$ cat config.mk
export PLATFORM = sky130hd
export DESIGN_NAME = axil_read_arbiter
export DESIGN_NICKNAME = d
export VERILOG_FILES = /design/src/rtl/axil_pkg.sv /design/src/rtl/axil_rr_pick2.sv /design/src/rtl/axil_read_arbiter.sv
export SDC_FILE = /design/constraint.sdc
export NUM_CORES = 1
export LEC_CHECK = 0
export CAP_MARGIN = 20
export CORE_UTILIZATION = 45
export CTS_CLUSTER_SIZE = 14
export DETAILED_ROUTE_END_ITERATION = 7
export MAX_ROUTING_LAYER = met4
export PLACE_DENSITY = 0.91
export SYNTH_ARGS = -nofsm -noshare
export SYNTH_HDL_FRONTEND = slang
export SYNTH_SLANG_ARGS = --single-unit
$ cat constraint.sdc
create_clock -name aclk -period 4.1 [get_ports aclk]
set_clock_uncertainty 0.1 [all_clocks]
set_input_delay 0.82 -clock aclk [delete_from_list [all_inputs] [get_ports aclk]]
set_output_delay 0.82 -clock aclk [all_outputs]
set_load 0.01 [all_outputs]
$ cat src/rtl/axil_pkg.sv
`default_nettype none
// ============================================================================
// Package     : axil_pkg
// Description : Shared definitions for the AXI4-Lite read arbiter. Provides the
//               AXI read response codes and the 2-bit arbiter FSM encoding.
// Revision    : 1.0 - initial release
// ============================================================================
package axil_pkg;

    localparam logic [1:0] RESP_OKAY   = 2'b00;
    localparam logic [1:0] RESP_SLVERR = 2'b10;

    typedef enum logic [1:0] {
        ST_IDLE = 2'd0,
        ST_ADDR = 2'd1,
        ST_DATA = 2'd2,
        ST_RESP = 2'd3
    } arb_state_t;

endpackage
`default_nettype wire

$ cat src/rtl/axil_rr_pick2.sv
`default_nettype none
// ============================================================================
// Module      : axil_rr_pick2
// Description : Combinational two-way round-robin pick.
//               req  [1:0] : request vector (bit N = requester N valid)
//               last       : index of the requester granted most recently
//               gnt  [1:0] : one-hot winner, 0 when no request
//               A sole requester always wins; on a tie the requester that was
//               not granted last wins.
// Revision    : 1.0 - initial release
// ============================================================================
module axil_rr_pick2 (
    input  logic [1:0] req,
    input  logic       last,
    output logic [1:0] gnt
);

    always_comb begin
        gnt = 2'b00;
        case (req)
            2'b01:   gnt = 2'b01;
            2'b10:   gnt = 2'b10;
            2'b11:   gnt = last ? 2'b01 : 2'b10;
            default: gnt = 2'b00;
        endcase
    end

endmodule
`default_nettype wire

$ cat src/rtl/axil_read_arbiter.sv
`default_nettype none
// ============================================================================
// Module      : axil_read_arbiter
// Description : Two-master, one-slave AXI4-Lite read-channel arbiter.
//               Round-robin between requesters s0/s1 with a single transaction
//               in flight. A slave that stalls on R for C_TIMEOUT data cycles is
//               timed out: the owner receives SLVERR with zero data and the late
//               response, whenever it arrives, is drained and discarded.
// Ports       : aclk/aresetn        clock, async active-low reset
//               sN_ar*              requester N read-address channel
//               sN_r*               requester N read-data channel
//               m_ar*               read-address channel to the shared slave
//               m_r*                read-data channel from the shared slave
//               grant               one-hot owner of current transaction
//               timeout_err         one-cycle pulse when a timeout fires
// Revision    : 1.0 - initial release
// ============================================================================
module axil_read_arbiter
    import axil_pkg::*;
#(
    parameter int C_AXI_DATA_WIDTH = 32,
    parameter int C_AXI_ADDR_WIDTH = 4,
    parameter int C_TIMEOUT        = 16
) (
    input  logic                        aclk,
    input  logic                        aresetn,

    input  logic [C_AXI_ADDR_WIDTH-1:0] s0_araddr,
    input  logic [2:0]                  s0_arprot,
    input  logic                        s0_arvalid,
    output logic                        s0_arready,
    output logic [C_AXI_DATA_WIDTH-1:0] s0_rdata,
    output logic [1:0]                  s0_rresp,
    output logic                        s0_rvalid,
    input  logic                        s0_rready,

    input  logic [C_AXI_ADDR_WIDTH-1:0] s1_araddr,
    input  logic [2:0]                  s1_arprot,
    input  logic                        s1_arvalid,
    output logic                        s1_arready,
    output logic [C_AXI_DATA_WIDTH-1:0] s1_rdata,
    output logic [1:0]                  s1_rresp,
    output logic                        s1_rvalid,
    input  logic                        s1_rready,

    output logic [C_AXI_ADDR_WIDTH-1:0] m_araddr,
    output logic [2:0]                  m_arprot,
    output logic                        m_arvalid,
    input  logic                        m_arready,

    input  logic [C_AXI_DATA_WIDTH-1:0] m_rdata,
    input  logic [1:0]                  m_rresp,
    input  logic                        m_rvalid,
    output logic                        m_rready,

    output logic [1:0]                  grant,
    output logic                        timeout_err
);

    // Counter only needs to reach C_TIMEOUT-1.
    localparam int              CNT_W    = (C_TIMEOUT > 1) ? $clog2(C_TIMEOUT) : 1;
    localparam logic [CNT_W-1:0] CNT_LAST = CNT_W'(C_TIMEOUT - 1);
    localparam bit              TO_EN    = (C_TIMEOUT != 0);

    arb_state_t                  state;
    arb_state_t                  state_nxt;
    logic                        last_grant;   // 0 = s0 granted last, 1 = s1
    logic                        drain;
    logic [CNT_W-1:0]            cnt;
    logic [C_AXI_DATA_WIDTH-1:0] rdata_q;
    logic [1:0]                  rresp_q;

    logic [1:0]                  pick_gnt;
    logic                        arb_en;
    logic                        ar_hs;
    logic                        r_hs;
    logic                        to_hit;

    axil_rr_pick2 u_pick (
        .req  ({s1_arvalid, s0_arvalid}),
        .last (last_grant),
        .gnt  (pick_gnt)
    );

    // ------------------------------------------------------------------------
    // FSM state register
    // ------------------------------------------------------------------------
    always_ff @(posedge aclk or negedge aresetn) begin
        if (!aresetn) begin
            state <= ST_IDLE;
        end else begin
            state <= state_nxt;
        end
    end

    // ------------------------------------------------------------------------
    // FSM next-state and handshake decode
    // ------------------------------------------------------------------------
    always_comb begin
        state_nxt  = state;
        arb_en     = 1'b0;
        ar_hs      = 1'b0;
        r_hs       = 1'b0;
        to_hit     = 1'b0;
        s0_arready = 1'b0;
        s1_arready = 1'b0;
        s0_rvalid  = 1'b0;
        s1_rvalid  = 1'b0;
        // A pending drain keeps R ready open outside DATA so the late
        // response of a timed-out read is swallowed here.
        m_rready   = drain;

        case (state)
            ST_IDLE: begin
                arb_en     = !drain;
                s0_arready = arb_en && pick_gnt[0];
                s1_arready = arb_en && pick_gnt[1];
                ar_hs      = arb_en && (pick_gnt != 2'b00);
                if (ar_hs) begin
                    state_nxt = ST_ADDR;
                end
            end
            ST_ADDR: begin
                if (m_arready) begin
                    state_nxt = ST_DATA;
                end
            end
            ST_DATA: begin
                m_rready = 1'b1;
                // Real data in the threshold cycle takes priority.
                to_hit   = TO_EN && (cnt == CNT_LAST) && !m_rvalid;
                if (m_rvalid || to_hit) begin
                    state_nxt = ST_RESP;
                end
            end
            ST_RESP: begin
                s0_rvalid = grant[0];
                s1_rvalid = grant[1];
                r_hs      = (grant[0] && s0_rready) || (grant[1] && s1_rready);
                if (r_hs) begin
                    state_nxt = ST_IDLE;
                end
            end
            default: begin
                state_nxt = ST_IDLE;
            end
        endcase
    end

    // ------------------------------------------------------------------------
    // Address/grant latches, timeout counter, drain flag, response latch
    // ------------------------------------------------------------------------
    always_ff @(posedge aclk or negedge aresetn) begin
        if (!aresetn) begin
            m_araddr    <= '0;
            m_arprot    <= '0;
            m_arvalid   <= 1'b0;
            grant       <= 2'b00;
            last_grant  <= 1'b1;
            drain       <= 1'b0;
            cnt         <= '0;
            rdata_q     <= '0;
            rresp_q     <= RESP_OKAY;
            timeout_err <= 1'b0;
        end else begin
            timeout_err <= 1'b0;

            if (ar_hs) begin
                m_araddr  <= pick_gnt[1] ? s1_araddr : s0_araddr;
                m_arprot  <= pick_gnt[1] ? s1_arprot : s0_arprot;
                m_arvalid <= 1'b1;
                grant     <= pick_gnt;
            end

            if (state == ST_ADDR && m_arready) begin
                m_arvalid <= 1'b0;
                cnt       <= '0;
            end

            if (state == ST_DATA) begin
                if (m_rvalid) begin
                    rdata_q <= m_rdata;
                    rresp_q <= m_rresp;
                end else if (to_hit) begin
                    rdata_q     <= '0;
                    rresp_q     <= RESP_SLVERR;
                    timeout_err <= 1'b1;
                    drain       <= 1'b1;
                end else begin
                    cnt <= cnt + CNT_W'(1);
                end
            end else if (drain && m_rvalid) begin
                drain <= 1'b0;
            end

            if (r_hs) begin
                last_grant <= grant[1];
                grant      <= 2'b00;
                rdata_q    <= '0;
                rresp_q    <= RESP_OKAY;
            end
        end
    end

    // Response is only visible on the owner's port; the other port reads 0.
    assign s0_rdata = grant[0] ? rdata_q : '0;
    assign s0_rresp = grant[0] ? rresp_q : RESP_OKAY;
    assign s1_rdata = grant[1] ? rdata_q : '0;
    assign s1_rresp = grant[1] ? rresp_q : RESP_OKAY;

endmodule
`default_nettype wire

**After elaboration in Yosys (flattened, before gate mapping)**

Index checks and enable logic that the tools add are counted.

- Equal/unequal tests: 13
- Reductions and logical operators: 22
- Add/sub/neg operators: 1
- Mux-type cells: 44

Operators with widths:

| operator | number |
|---|---|
| $mux W32 | 6 |
| $mux W2 | 13 |
| $mux W4 | 5 |
| $mux W1 | 17 |
| $ne A2 B2 Y1 const B | 6 |
| $reduce_bool A2 Y1 | 5 |
| $eq A2 B2 Y1 const B | 4 |
| $logic_and A1 B1 Y1 | 8 |
| $pmux W2 S4 | 1 |
| $pmux W2 S3 | 1 |
| $add A4 B1 Y4 const B | 1 |
| $eq A2 B1 Y1 const B | 2 |
| $eq A4 B4 Y1 const B | 1 |
| $reduce_and A4 Y1 | 1 |
| $mux W3 | 1 |
| $reduce_and A3 Y1 | 1 |
| $reduce_bool A3 Y1 | 1 |
| $logic_not A1 Y1 | 2 |
| $logic_not A2 Y1 | 1 |
| $logic_or A1 B1 Y1 | 2 |
| $reduce_and A2 Y1 | 1 |

- Logic and storage cells: 91
- Output and inout bits: 84
- Input port bits: 56
- Flip-flop bits (word level): 53

**Logic depth before layout (Yosys ltp)**

- Depth after elaboration: 7
- Gate-level depth with buffers: 7
- Mapped depth without buffers: 6

**By module**

A second synthesis with hierarchy kept.

- Cell total of the unflattened synthesis: 291
- Area, all modules: 2785.2 µm²

Modules (own cells, without submodules):

| module | seq. area each (µm²) | area an instance (µm²) | cells each | times used |
|---|---|---|---|---|
| axil_read_arbiter | 1327.5 | 2766.4 | 288 | 1 |
| axil_rr_pick2 | 0.0 | 18.8 | 3 | 1 |

**Worst setup path after synthesis**

OpenSTA, ideal clock, no wires.

- Path type: input to output
- From: input s1_arvalid
- To: output s0_arready
- Stages on the path: 3
- Arrival time: 1487 ps
- Buffers on the path: 0
- Path slack: 1693 ps
- Required time: 3180 ps
- Path through: nor2_1 > or3b_2 > nor2_1

- Longest elaborated chain between the ends: 4
- Elaborated cells between the ends (all ways): 6
- Those cells by class: eq/ne (3); mux (2); reduce/logical (1)

RTL lines:

| item | line | RTL |
|---|---|---|
| from (decl) | axil_read_arbiter.sv:39 | `input logic s1_arvalid,` |
| $eq A2 B2 Y1 or $eq A2 B1 Y1 (tied branches) | axil_rr_pick2.sv:20 | `case (req)` |
| $pmux W2 S3 (*) | axil_rr_pick2.sv:20 |  |
| $logic_and A1 B1 Y1 (*) | axil_read_arbiter.sv:116 | `s0_arready = arb_en && pick_gnt[0];` |
| $mux W1 (*) | axil_read_arbiter.sv:113 | `case (state)` |
| to (decl) | axil_read_arbiter.sv:31 | `output logic s0_arready,` |

Mark *: on every way between the ends. The rest lies on a longest branch, timed or not.

**Final worst setup path**

Ends and elaborated chain as after synthesis.

==> results.txt <==
Leakage power - 1.87 nW
Final period util - 84.2%
Worst slack, placed - 0.667 ns
Met2 wire length - 3980 um
Design Power - 2.79 mW
FP Rows - 29
Clock Sinks - 53
Cts hold-fix bufs - 0
Clock slew at reported path FFs - 0.09 ns
Max VDD drop - 0.000397 V
Met1 Wirelength - 3080 um
Worst Hold Class - in2async
TNS Setup - 0 ns
Sequential area share after synthesis - 43.8%
GRT overflow - 0
Gpl congestion - 0.769
Die ar. - 0.00706 mm2
Distinct cells, synth - 37
Yosys warnings - 0
Critical path endpoint category - primary output
Worst Reg-to-Reg Cells - 4
Synth Net Count - 348
Finished Layout Cells - 495
Routed WL per cell - 15.3 um
Worst reg2reg path startpoint - grant[0]
RSZ-0062 raised after global routing - false
Power Dens Cells - 617 mW/mm2
Nets@finish - 478
Post-synth top area share - 43.0%
Synth Register Bits - 53
Clock tree from TritonCTS - yes
Fin crit period - 3.45 ns
Post-synthesis cell count - 287
Initial Utilization - 47.1%
Vias in the first global route - 2522
Post-DP HPWL - 5540 um
WS Path Type - in2out
Port bufs - 139
Initial antenna violation count - 0
Syn avg cell area - 10.6 um2
Ant. Diodes - 0
Highest routed metal layer - met4
First-pass GRT wire length - 12300 um
Worst-path maximum fanout - 3
CTS buffer count - 5
Hold Vio Cnt, Final - 0
Max-cap violation count - 0
Capture point of the worst reg-to-reg path - rresp_q[1]
Ys flop type - dfrtp_1
Root Buffer - clkbuf_8
CTS Buffer Depth - 2
Iteration-0 DRC Markers - 73
Req. time, crit path - 3.18 ns
Post-DR vias/cell - 5.19
CORE AREA - 0.00642 mm2
Arrival time of the worst setup path - 2.53 ns
EDFF count, synth - 0
Routed wire length - 7550 um
CTS H-Tree Depth - 2
Flop2flop setup slack - 1.49 ns
Top cell type by total area after synthesis - dfrtp_1
Die Y-Extent - 84.0 um
Synth area leaders - dfrtp_1 43%, and2_1 15%, a22oi_2 13%
I/O pins - 140
Post-CTS Resized - 0
Die X - 84.0 um
Met3 Routed Length - 421 um
Placed instance count - 486
Slew at the pin closest to its max-slew limit - 1.03 ns
Final Worst Setup Slack - 0.649 ns
Clock Latency Late Sink - 0.29 ns
Largest net degree at the start of global routing - 49
Syn-to-layout area delta - 49.3%
Area occupied by multi-input gates - 0.00156 mm2
Ys async rst share - 100%
DRT antenna net count - 0
Setup bufs post-CTS - 0
FF+latch area - 0.00133 mm2
Final Slew Violations - 0
Layout cells sized above 1 - 20.6%
Fmax achieved - 290 MHz
# DRC - 24
Type of origin of the critical path - input pin
Failing checks - DRC
Top-count cell post-synth - and2_1
Max transition margin - 31.1%
Status - finished, violations left
Final setup fails - 0
Fillers - 482
Drt pass-1 iters - 6
Area of the mapped netlist - 0.00303 mm2
Routed vias - 2567
Final core utilization - 70.4%
Most frequent cells after synthesis - 72 x and2_1, 52 x dfrtp_1, 31 x a22oi_2, 30 x nor2_2, 16 x nor2_1
Total track usage - 22.5%
-- final cells by class --
class,instances,area share (%)
Timing Repair Buffer,144,31.8
Inverter,5,0.415
Clock buffer,6,1.61
Clock inverter,2,0.221
Tap cell,77,2.13
Multi-Input combinational cell,208,34.5
Sequential cell,53,29.4
-- worst max path at each step --
| stage | from | end | slack, ns | cells after the start |
|---|---|---|---|---|
| after detailed placement | s1_arvalid | s0_arready | 0.67 | 5 |
| after floorplan | s1_arvalid | s0_arready | 1.69 | 3 |
| final | s1_arvalid | s0_arready | 0.65 | 5 |
| after CTS | s1_arvalid | s0_arready | 0.66 | 5 |
| after global routing | s1_arvalid | s0_arready | 0.60 | 5 |
| after global placement | s1_arvalid | s0_arready | 0.72 | 5 |
-- cells by family after synthesis --
logic type / Yosys count / share of synthesized area (%)
multiplexers: 10 / 3.51
buffers and inverters: 26 / 5.21
XOR/XNOR: 1 / 0.289
AO/OA/AOI/OAI: 57 / 18.1
flip-flops: 53 / 43.8
adder cells (fa/ha/maj): 5 / 2.07
AND/OR/NAND/NOR: 135 / 27.0
-- per-layer routing --
| layer | track usage (%) | up-vias |
|---|---|---|
| met5 | - | - |
| met4 | 3.92 | 0 |
| met3 | 3.46 | 6 |
| met2 | 40.2 | 97 |
| met1 | 27.2 | 1248 |
| li1 | - | 1216 |
-- critical path: stages --
cell and delay (ns):
clkdlybuf4s50_1 0.48, nor2_1 0.08, or3b_2 0.47, nor2_1 0.11
clkdlybuf4s50_1 0.56
-- state kept, by name (all words and copies together) (netlist names) --
register / count
drain: 1
m_arvalid: 1
last_grant: 1
m_araddr: 4
rdata_q: 32
rresp_q: 2
cnt: 4
state: 2
timeout_err: 1
m_arprot: 3
grant: 2
-- power by group --
| part | total, mW | internal, mW | switching, mW |
|---|---|---|---|
| clock | 0.280 | 0.119 | 0.161 |
| combinational | 1.53 | 0.858 | 0.671 |
| sequential | 0.979 | 0.734 | 0.245 |
| total | 2.79 | 1.71 | 1.08 |
-- metrics by stage --
stage | hold slack, ns | instance area [um2]
6_report | 0.325 | 4520
2_1_floorplan | 0.377 | 3030
3_5_place_dp | 0.385 | 4420
5_1_grt | 0.325 | 4520
3_3_place_gp | 0.375 | 4420
4_1_cts | 0.409 | 4500
-- cells in the final DEF, fill, tap and decap left out, drive strengths merged, types with 5 or more instances in the layout --
master / synthesis / layout
and2: 72 / 72
clkbuf: 7 / 6
a21oi: 10 / 10
clkdlybuf4s50: 0 / 138
buf: 14 / 6
mux2i: 8 / 8
nor2: 46 / 46
ha: 5 / 5
a22oi: 34 / 34
dfrtp: 52 / 52
inv: 5 / 5
o21ai: 7 / 7
No activity file was read; power rests on OpenSTA's default activity.
